==> config.mk <==
export PLATFORM = sky130hd
export DESIGN_NAME = vfu_slot_scheduler
export DESIGN_NICKNAME = d
export VERILOG_FILES = /design/src/rtl/vfu_slot_scheduler.sv
export SDC_FILE = /design/constraint.sdc
export NUM_CORES = 1
export LEC_CHECK = 0
export CORE_AREA = 4 4 399 401
export DETAILED_ROUTE_END_ITERATION = 8
export DIE_AREA = 0 0 403 405
export GPL_TIMING_DRIVEN = 0
export PLACE_DENSITY_LB_ADDON = 0.25
export SETUP_SLACK_MARGIN = 0.5
export SYNTH_ARGS = -nofsm -noshare
export SYNTH_HDL_FRONTEND = slang
export SYNTH_SLANG_ARGS = --single-unit
export TNS_END_PERCENT = 5
==> constraint.sdc <==
create_clock -name i_clk -period 3.5 [get_ports i_clk]
set_input_delay 0.525 -clock i_clk [delete_from_list [all_inputs] [get_ports i_clk]]
set_output_delay 0.525 -clock i_clk [all_outputs]
set_load 0.005 [all_outputs]
==> src/rtl/vfu_slot_scheduler.sv <==
// Round-robin scheduler sharing one vector functional unit among several slots.
// One grant per cycle into a registered issue stage. A credit counter limits
// in-flight operations, and responses are routed back to slots by tag.
module vfu_slot_scheduler #(
    parameter int unsigned NUM_SLOTS = 4,
    parameter int unsigned TAG_W     = 2,
    parameter int unsigned REQ_W     = 190,
    parameter int unsigned RSP_W     = 33,
    parameter int unsigned MAX_OUT   = 4
) (
    input  logic                       i_clk,
    input  logic                       i_rst_n,
    input  logic [NUM_SLOTS-1:0]       i_req_valid,
    output logic [NUM_SLOTS-1:0]       o_req_ready,
    input  logic [NUM_SLOTS*REQ_W-1:0] i_req_bits,
    output logic                       o_vfu_valid,
    input  logic                       i_vfu_ready,
    output logic [REQ_W-1:0]           o_vfu_bits,
    output logic [TAG_W-1:0]           o_vfu_tag,
    input  logic                       i_rsp_valid,
    input  logic [TAG_W-1:0]           i_rsp_tag,
    input  logic [RSP_W-1:0]           i_rsp_data,
    output logic [NUM_SLOTS-1:0]       o_slot_rsp_valid,
    output logic [RSP_W-1:0]           o_slot_rsp_data,
    output logic [3:0]                 o_inflight,
    output logic                       o_err
);

    localparam int unsigned IDX_W = (NUM_SLOTS > 1) ? $clog2(NUM_SLOTS) : 1;

    logic                 r_vfu_valid;
    logic [REQ_W-1:0]     r_vfu_bits;
    logic [TAG_W-1:0]     r_vfu_tag;
    logic [TAG_W-1:0]     r_ptr;
    logic [3:0]           r_inflight;
    logic                 r_err;

    logic                 w_can_load;
    logic                 w_credit_ok;
    logic                 w_grant;
    logic [TAG_W-1:0]     w_gidx;
    logic [REQ_W-1:0]     w_gbits;
    logic [REQ_W-1:0]     w_req_arr [NUM_SLOTS];
    logic [NUM_SLOTS-1:0] w_req_ready;
    logic [NUM_SLOTS-1:0] w_slot_rsp_valid;
    logic                 w_rsp_dec;
    logic                 w_rsp_bad;

    // Issue register is empty or draining; responses this cycle do not free credit.
    assign w_can_load  = !r_vfu_valid || i_vfu_ready;
    assign w_credit_ok = r_inflight < 4'(MAX_OUT);

    // Unpack the flat payload bus into per-slot entries.
    always_comb begin
        for (int i = 0; i < int'(NUM_SLOTS); i++) begin
            w_req_arr[i] = i_req_bits[i*REQ_W +: REQ_W];
        end
    end

    // Round-robin search from ptr+1; walking backwards lets the nearest slot win last.
    always_comb begin
        int unsigned idx;
        idx     = 0;
        w_grant = 1'b0;
        w_gidx  = '0;
        w_gbits = '0;
        if (w_can_load && w_credit_ok) begin
            for (int unsigned k = NUM_SLOTS; k >= 1; k--) begin
                idx = (32'(r_ptr) + k) % NUM_SLOTS;
                if (i_req_valid[idx[IDX_W-1:0]]) begin
                    w_grant = 1'b1;
                    w_gidx  = TAG_W'(idx);
                    w_gbits = w_req_arr[idx[IDX_W-1:0]];
                end
            end
        end
    end

    // One-hot grant and tag-decoded response valid.
    always_comb begin
        for (int i = 0; i < int'(NUM_SLOTS); i++) begin
            w_req_ready[i]      = w_grant && (w_gidx == TAG_W'(i));
            w_slot_rsp_valid[i] = i_rsp_valid && (32'(i_rsp_tag) == 32'(i));
        end
    end

    // Counter saturates at zero; a response with no credits or an out-of-range tag is an error.
    assign w_rsp_dec = i_rsp_valid && (r_inflight != 4'd0);
    assign w_rsp_bad = i_rsp_valid && ((r_inflight == 4'd0) || (32'(i_rsp_tag) >= NUM_SLOTS));

    // Issue register: load on grant, empty when drained with nothing new, else hold.
    always_ff @(posedge i_clk or negedge i_rst_n) begin
        if (!i_rst_n) begin
            r_vfu_valid <= 1'b0;
            r_vfu_bits  <= '0;
            r_vfu_tag   <= '0;
            r_ptr       <= TAG_W'(NUM_SLOTS - 1);
        end else if (w_grant) begin
            r_vfu_valid <= 1'b1;
            r_vfu_bits  <= w_gbits;
            r_vfu_tag   <= w_gidx;
            r_ptr       <= w_gidx;
        end else if (i_vfu_ready) begin
            r_vfu_valid <= 1'b0;
        end
    end

    // Credit counter and sticky error flag.
    always_ff @(posedge i_clk or negedge i_rst_n) begin
        if (!i_rst_n) begin
            r_inflight <= 4'd0;
            r_err      <= 1'b0;
        end else begin
            if (w_grant && !w_rsp_dec) begin
                r_inflight <= r_inflight + 4'd1;
            end else if (!w_grant && w_rsp_dec) begin
                r_inflight <= r_inflight - 4'd1;
            end
            if (w_rsp_bad) begin
                r_err <= 1'b1;
            end
        end
    end

    assign o_req_ready      = w_req_ready;
    assign o_vfu_valid      = r_vfu_valid;
    assign o_vfu_bits       = r_vfu_bits;
    assign o_vfu_tag        = r_vfu_tag;
    assign o_slot_rsp_valid = w_slot_rsp_valid;
    assign o_slot_rsp_data  = i_rsp_data;
    assign o_inflight       = r_inflight;
    assign o_err            = r_err;

endmodule

# Word level (Yosys, flattened, before mapping)
# Cells that the tools add are included.
# Widths: inputs -> output; s select.
# totals
ff_bits,200
latchBits,0
ram_bits,0
romBits,0
in_bits,803
out_inout_bits,239
elab_cells,93
mem_count,0
# classes
n_addsub,6
n_mul,0
div_mod_pow,0
order_cmp,9
n_eq_ne,6
shifts,0
muxes,39
n_bitwise,4
reduce_logical,23
# op_table
operator,n
$mux 190,13
$bmux 190 s2,4
$logic_and 1x1->1,13
$ge 3x3->1 const B,4
$lt 2x3->1 const B,4
$not 2->3,4
$mux 1,11
$mux 2,5
$bmux 1 s2,4
$eq 2x2->1 const B,4
$mux 4,2
$add 2x1->2 const B,2
$add 2x2->2 const B,2
$add 4x1->4 const B,1
$eq 2x1->1 const B,2
$logic_not 2->1,2
$logic_not 4->1,1
$lt 4x3->1 const B,1
$reduce_bool 2->1,2
$reduce_bool 4->1,1
$sub 4x1->4 const B,1
$logic_not 1->1,3
$logic_or 1x1->1,1

# Longest topological paths before layout
# logic_depth
ltp_word,12
ltp_mapped,14
mapped_depth_nobuf,10

# Worst setup path after synthesis
# Ideal clock, no wire load.
# synth_path
path_kind,input port to flip-flop
startpoint,input i_req_valid[2]
endpoint,"register r_inflight[3], in the netlist o_inflight[3]"
setup_ns,0.130
arrival_time_ns,2.739
slack_ns,0.631
path_stages,14
n_path_buf,4
cell_sequence,buf_2 > nor4_2 > nor4_4 > buf_6 > buf_2 > buf_2 > ha_1 > inv_1 > ha_1 > a21o_1 > a21oi_1 > xnor2_1 > nor2_1 > xor2_1
# synth_between
elab_chain_len,10
word_cells_on_any_way,18
classes_between,mux: 14; reduce/logical: 4
# synth_rtl
item,line_no,source
start: declaration,13,"input logic [NUM_SLOTS-1:0] i_req_valid,"
$bmux 1 s2,70,if (i_req_valid[idx[IDX_W-1:0]]) begin
$mux 1 (implied by the code),70,
$mux 1 (3 in a row),70,
$mux 1 (*),70,
$mux 1 (*),67,if (w_can_load && w_credit_ok) begin
net w_grant,40,logic w_grant;
$logic_not 1->1,116,end else if (!w_grant && w_rsp_dec) begin
$logic_and 1x1->1,116,
$reduce_bool 2->1 (no source line),n/a,
end signal: assignment,115,r_inflight <= r_inflight + 4'd1;
end signal: assignment,117,r_inflight <= r_inflight - 4'd1;
end: declaration,35,logic [3:0] r_inflight;
# Mark *: on every way through the listed nets, which the timed path passes. The rest lies on a longest branch. The select of a mux whose other input is x is not followed.
# A chain may end at the register's enable or synchronous reset.

# Worst setup path in the final report
# layout_path
startpoint,register r_ptr[1]
endpoint,output o_req_ready[0]
# layout_between
elab_chain_len,10
word_cells_on_any_way,24
classes_between,add/sub: 4; mux: 18; reduce/logical: 2
# layout_rtl
item,line_no,source
start: declaration,34,logic [TAG_W-1:0] r_ptr;
start signal: assignment,97,r_ptr <= TAG_W'(NUM_SLOTS - 1);
start signal: assignment,102,r_ptr <= w_gidx;
$add 2x1->2,69,idx = (32'(r_ptr) + k) % NUM_SLOTS;
$bmux 1 s2,70,
$mux 1 (implied by the code),70,
$mux 2 (4 in a row),70,
$mux 2,67,
$logic_not 2->1,82,w_req_ready[i] = w_grant && (w_gidx == TAG_W'(i));
$logic_and 1x1->1 (*),82,
end: declaration,14,"output logic [NUM_SLOTS-1:0] o_req_ready,"
# Every way passes the cells marked *; elsewhere a longest branch is shown, timed or not. The select of a mux whose other input is x is not followed.

==> results.cfg <==
[placed_design]
numPortBuffers = 1007
post_dp_cell_area_sq_mm = 0.0404
dp.cells = 5634
gp_congestion = 0.910
dp_hpwl_microns = 151000

[clock_tree]
numCtsBuffers = 17
clockBufferDepth = 2
cts_max_level = 4
path_clk_slew_ns = 0.09
cts_root_buf = clkbuf_16
clock_latency_ns = 0.57
cts_tree = built
clock_sinks = 200

[critical_path]
crit_type = flip-flop to output port
arrival_ns = 2.46
cpMostUsedCell = buf_12
cp-start-kind = flip-flop
worstPathMaxFanout = 6
r2r_setup_slack_ns = 0.56
crit_chain = buf_6 -> buf_12 -> buf_12 -> nand2_2 -> o22ai_4 -> o221ai_4 -> buf_12 -> buf_6 -> and3_1 -> clkdlybuf4s15_1
crit_family = buffers and inverters
rr_startpoint = r_ptr[1]
cp-startpoint = r_ptr[1]
rr_worst_depth = 8
rr_endpoint = o_vfu_bits[79]
end_kind = output port
cpPeakStageDelay_ns = 0.53
cpMaxStageDelayCell = dfstp_2
critPathBufInv = 6
cp.required_ns = 2.97

[sta]
report.final.slew_viol_count = 0
whs_ns = 0.480
clock_skew_ns = 0.0292
setup_tns_ns = 0
min_period_ns = 2.98
post-route-period-util_pct = 85.2
fmax_mhz = 335
hold_viol_final = 0
relSlewSlack_pct = 29.9
rsz0062_at_grt = true
max_slew.worst_pin.slew_ns = 1.05
setup_violations = 0

[logic_synthesis]
synth_seq_cells = 200
syn_avg_cell_area_sq_um = 10.8
synth_area_leader_cell = mux4_2
netlist_area_sq_mm = 0.0277
synth-seq-area-share_pct = 18.1
async_flop_share_pct = 100
synthTopCellsByCount = mux4_2, nand2_1, dfrtp_1
yosysMostFrequentCell = mux4_2
synth.area.top_cells = mux4_2, dfrtp_1, mux2_2, a221o_1, a22o_1
synth_cell_types = 44
synthCells = 2566
synth_top_area_share_pct = 30.8
syn_nets = 3373
yosys_warnings = 0
ys.flop_type = dfrtp_1
synth-edff-count = 0

[drt]
first_pass_iters = 7
wirelength_microns = 197000
drc_errors = 0
drtIter0Drc = 3168
vias_per_cell = 5.63
drtAntennaViolNets = 0
routedWlPerCell_microns = 34.3
dr_total_vias = 32300

[cells_and_area]
postLayoutCellArea_sq_mm = 0.0416
finish.net_count = 4431
layout-drive-gt1-share_pct = 24.2
synthToLayoutAreaGrowth_pct = 50.3
fill_cells = 16600
fin_cells = 5735

[min_path]
holdCritPathClass = flip-flop to flip-flop
worstHoldEndpoint = o_err
holdPathStages = 1
min_from = o_err

[global_routing]
first_global_vias = 32000
grt_pass1_wl_microns = 268000
grt_max_degree = 83
grt.total_usage_pct = 23.0
antenna_found_initial = 86
overflow = 0

[pwr]
p_switching_w = 0.0165
p_leak_nw = 14.0
p_sw_share_pct = 49.2
p_int_w = 0.0171
power_per_cell_area_mw_per_mm2 = 809
p_clk_share_pct = 6.9
pwr-share-seq_pct = 13.7
ir_drop_uv = 456
power_frac_comb_pct = 79.4

[die]
core_sq_mm = 0.156
die_h_microns = 405
die_w_microns = 403
initial_utilization_pct = 17.8
die_area_sq_mm = 0.163
num_io_pins = 1042
fp-row-count = 145

[outcome]
status = finished clean

[run]
maxCapViolations = 0
[flip-flops by register name, indices dropped and copies added (netlist names)]
name and flops:
r_ptr 2, o_inflight 4, o_err 1, o_vfu_tag 2
o_vfu_bits 190, o_vfu_valid 1
[area by class of cell]
type,count,area [sq um],share of cell area (%)
Antenna cell,43,108,0.259
Clock inverter,9,91.3,0.220
Multi-Input combinational cell,1970,20800,50.1
Inverter,4,15.0,0.0361
Timing Repair Buffer,1039,10400,25.1
Buffer,392,2090,5.03
Sequential cell,200,5010,12.0
Clock buffer,20,457,1.10
Tap cell,2058,2570,6.19
[metrics by stage]
step	utilization [%]	power, W	setup WS, ns
3_5_place_dp	26.0	0.0307	-0.810
2_1_floorplan	-	0.0197	0.631
5_1_grt	26.7	0.0355	0.398
4_1_cts	26.6	0.0337	0.446
6_report	26.7	0.0336	0.518
3_3_place_gp	25.9	0.0307	-9.95
[cell usage in the layout, fill, tap and decap left out, types with 4 or more instances in the layout]
cell type / synthesis / routed
a221oi_1: 9 / 9
nor2_1: 8 / 7
diode_2: 0 / 43
mux2i_1: 7 / 7
dfrtp_1: 198 / 196
nor2b_1: 6 / 6
buf_16: 0 / 4
clkbuf_16: 0 / 18
nand2_1: 200 / 198
clkbuf_1: 168 / 163
mux4_2: 378 / 378
buf_1: 15 / 15
clkbuf_2: 0 / 5
buf_2: 144 / 133
a22o_1: 187 / 187
dlygate4sd2_1: 0 / 5
a31oi_1: 190 / 190
nand3b_1: 187 / 187
a221o_1: 190 / 190
buf_6: 5 / 11
o221ai_2: 10 / 10
buf_4: 60 / 82
o221ai_1: 178 / 177
buf_12: 0 / 10
clkdlybuf4s50_1: 0 / 999
o21ai_0: 190 / 190
mux2_2: 188 / 188
[power by group through the flow]
stage | clock network [W] | registers (W) | logic, W
6_report | 0.00231 | 0.00461 | 0.0267
4_1_cts | 0.00238 | 0.00459 | 0.0267
5_1_grt | 0.00241 | 0.00468 | 0.0284
3_5_place_dp | 0 | 0.00463 | 0.0261
3_3_place_gp | 0 | 0.00464 | 0.0260
2_1_floorplan | 0 | 0.00428 | 0.0154
[what timing repair did]
action / in CTS / in global routing
setup endpoints to repair: 199 / 134
pin swaps: 6 / 1
hold buffers: 1 / 0
resized for setup: 70 / 12
hold endpoints to repair: 48 / 0
buffers inserted: 28 / 0
[layer usage]
metal  part of all wire (%)  up-vias  track usage, %
met5                   0.22        -               0
met4                    3.2       58            7.33
met3                    9.0      316            6.86
met2                     47     1930            37.6
met1                     40    16800            29.1
li1                       -    13200               -
[logic make-up (layout without fill, tap and decap cells)]
kind of cell	Yosys count	after routing	share of synthesized area [%]
xor gates and xnor gates	4	4	0.127
AOI/OAI and AO/OA	970	970	27.4
muxes	573	573	38.7
other	0	43	0
adders and majority gates	4	4	0.208
buffers and inverters	396	1464	6.97
and+or+nand+nor	419	419	8.58
DFF	200	200	18.1
[worst max path at each step]
stage	endpoint	slack [ns]	cells after the start
global placement	o_vfu_bits[172]	-9.95	1
CTS	o_req_ready[0]	0.45	10
finish	o_req_ready[0]	0.52	10
global route	o_vfu_bits[44]	0.40	10
floorplan	o_inflight[3]	0.63	14
detailed placement	o_req_ready[0]	-0.81	8
(Power assumes the default switching activity.)
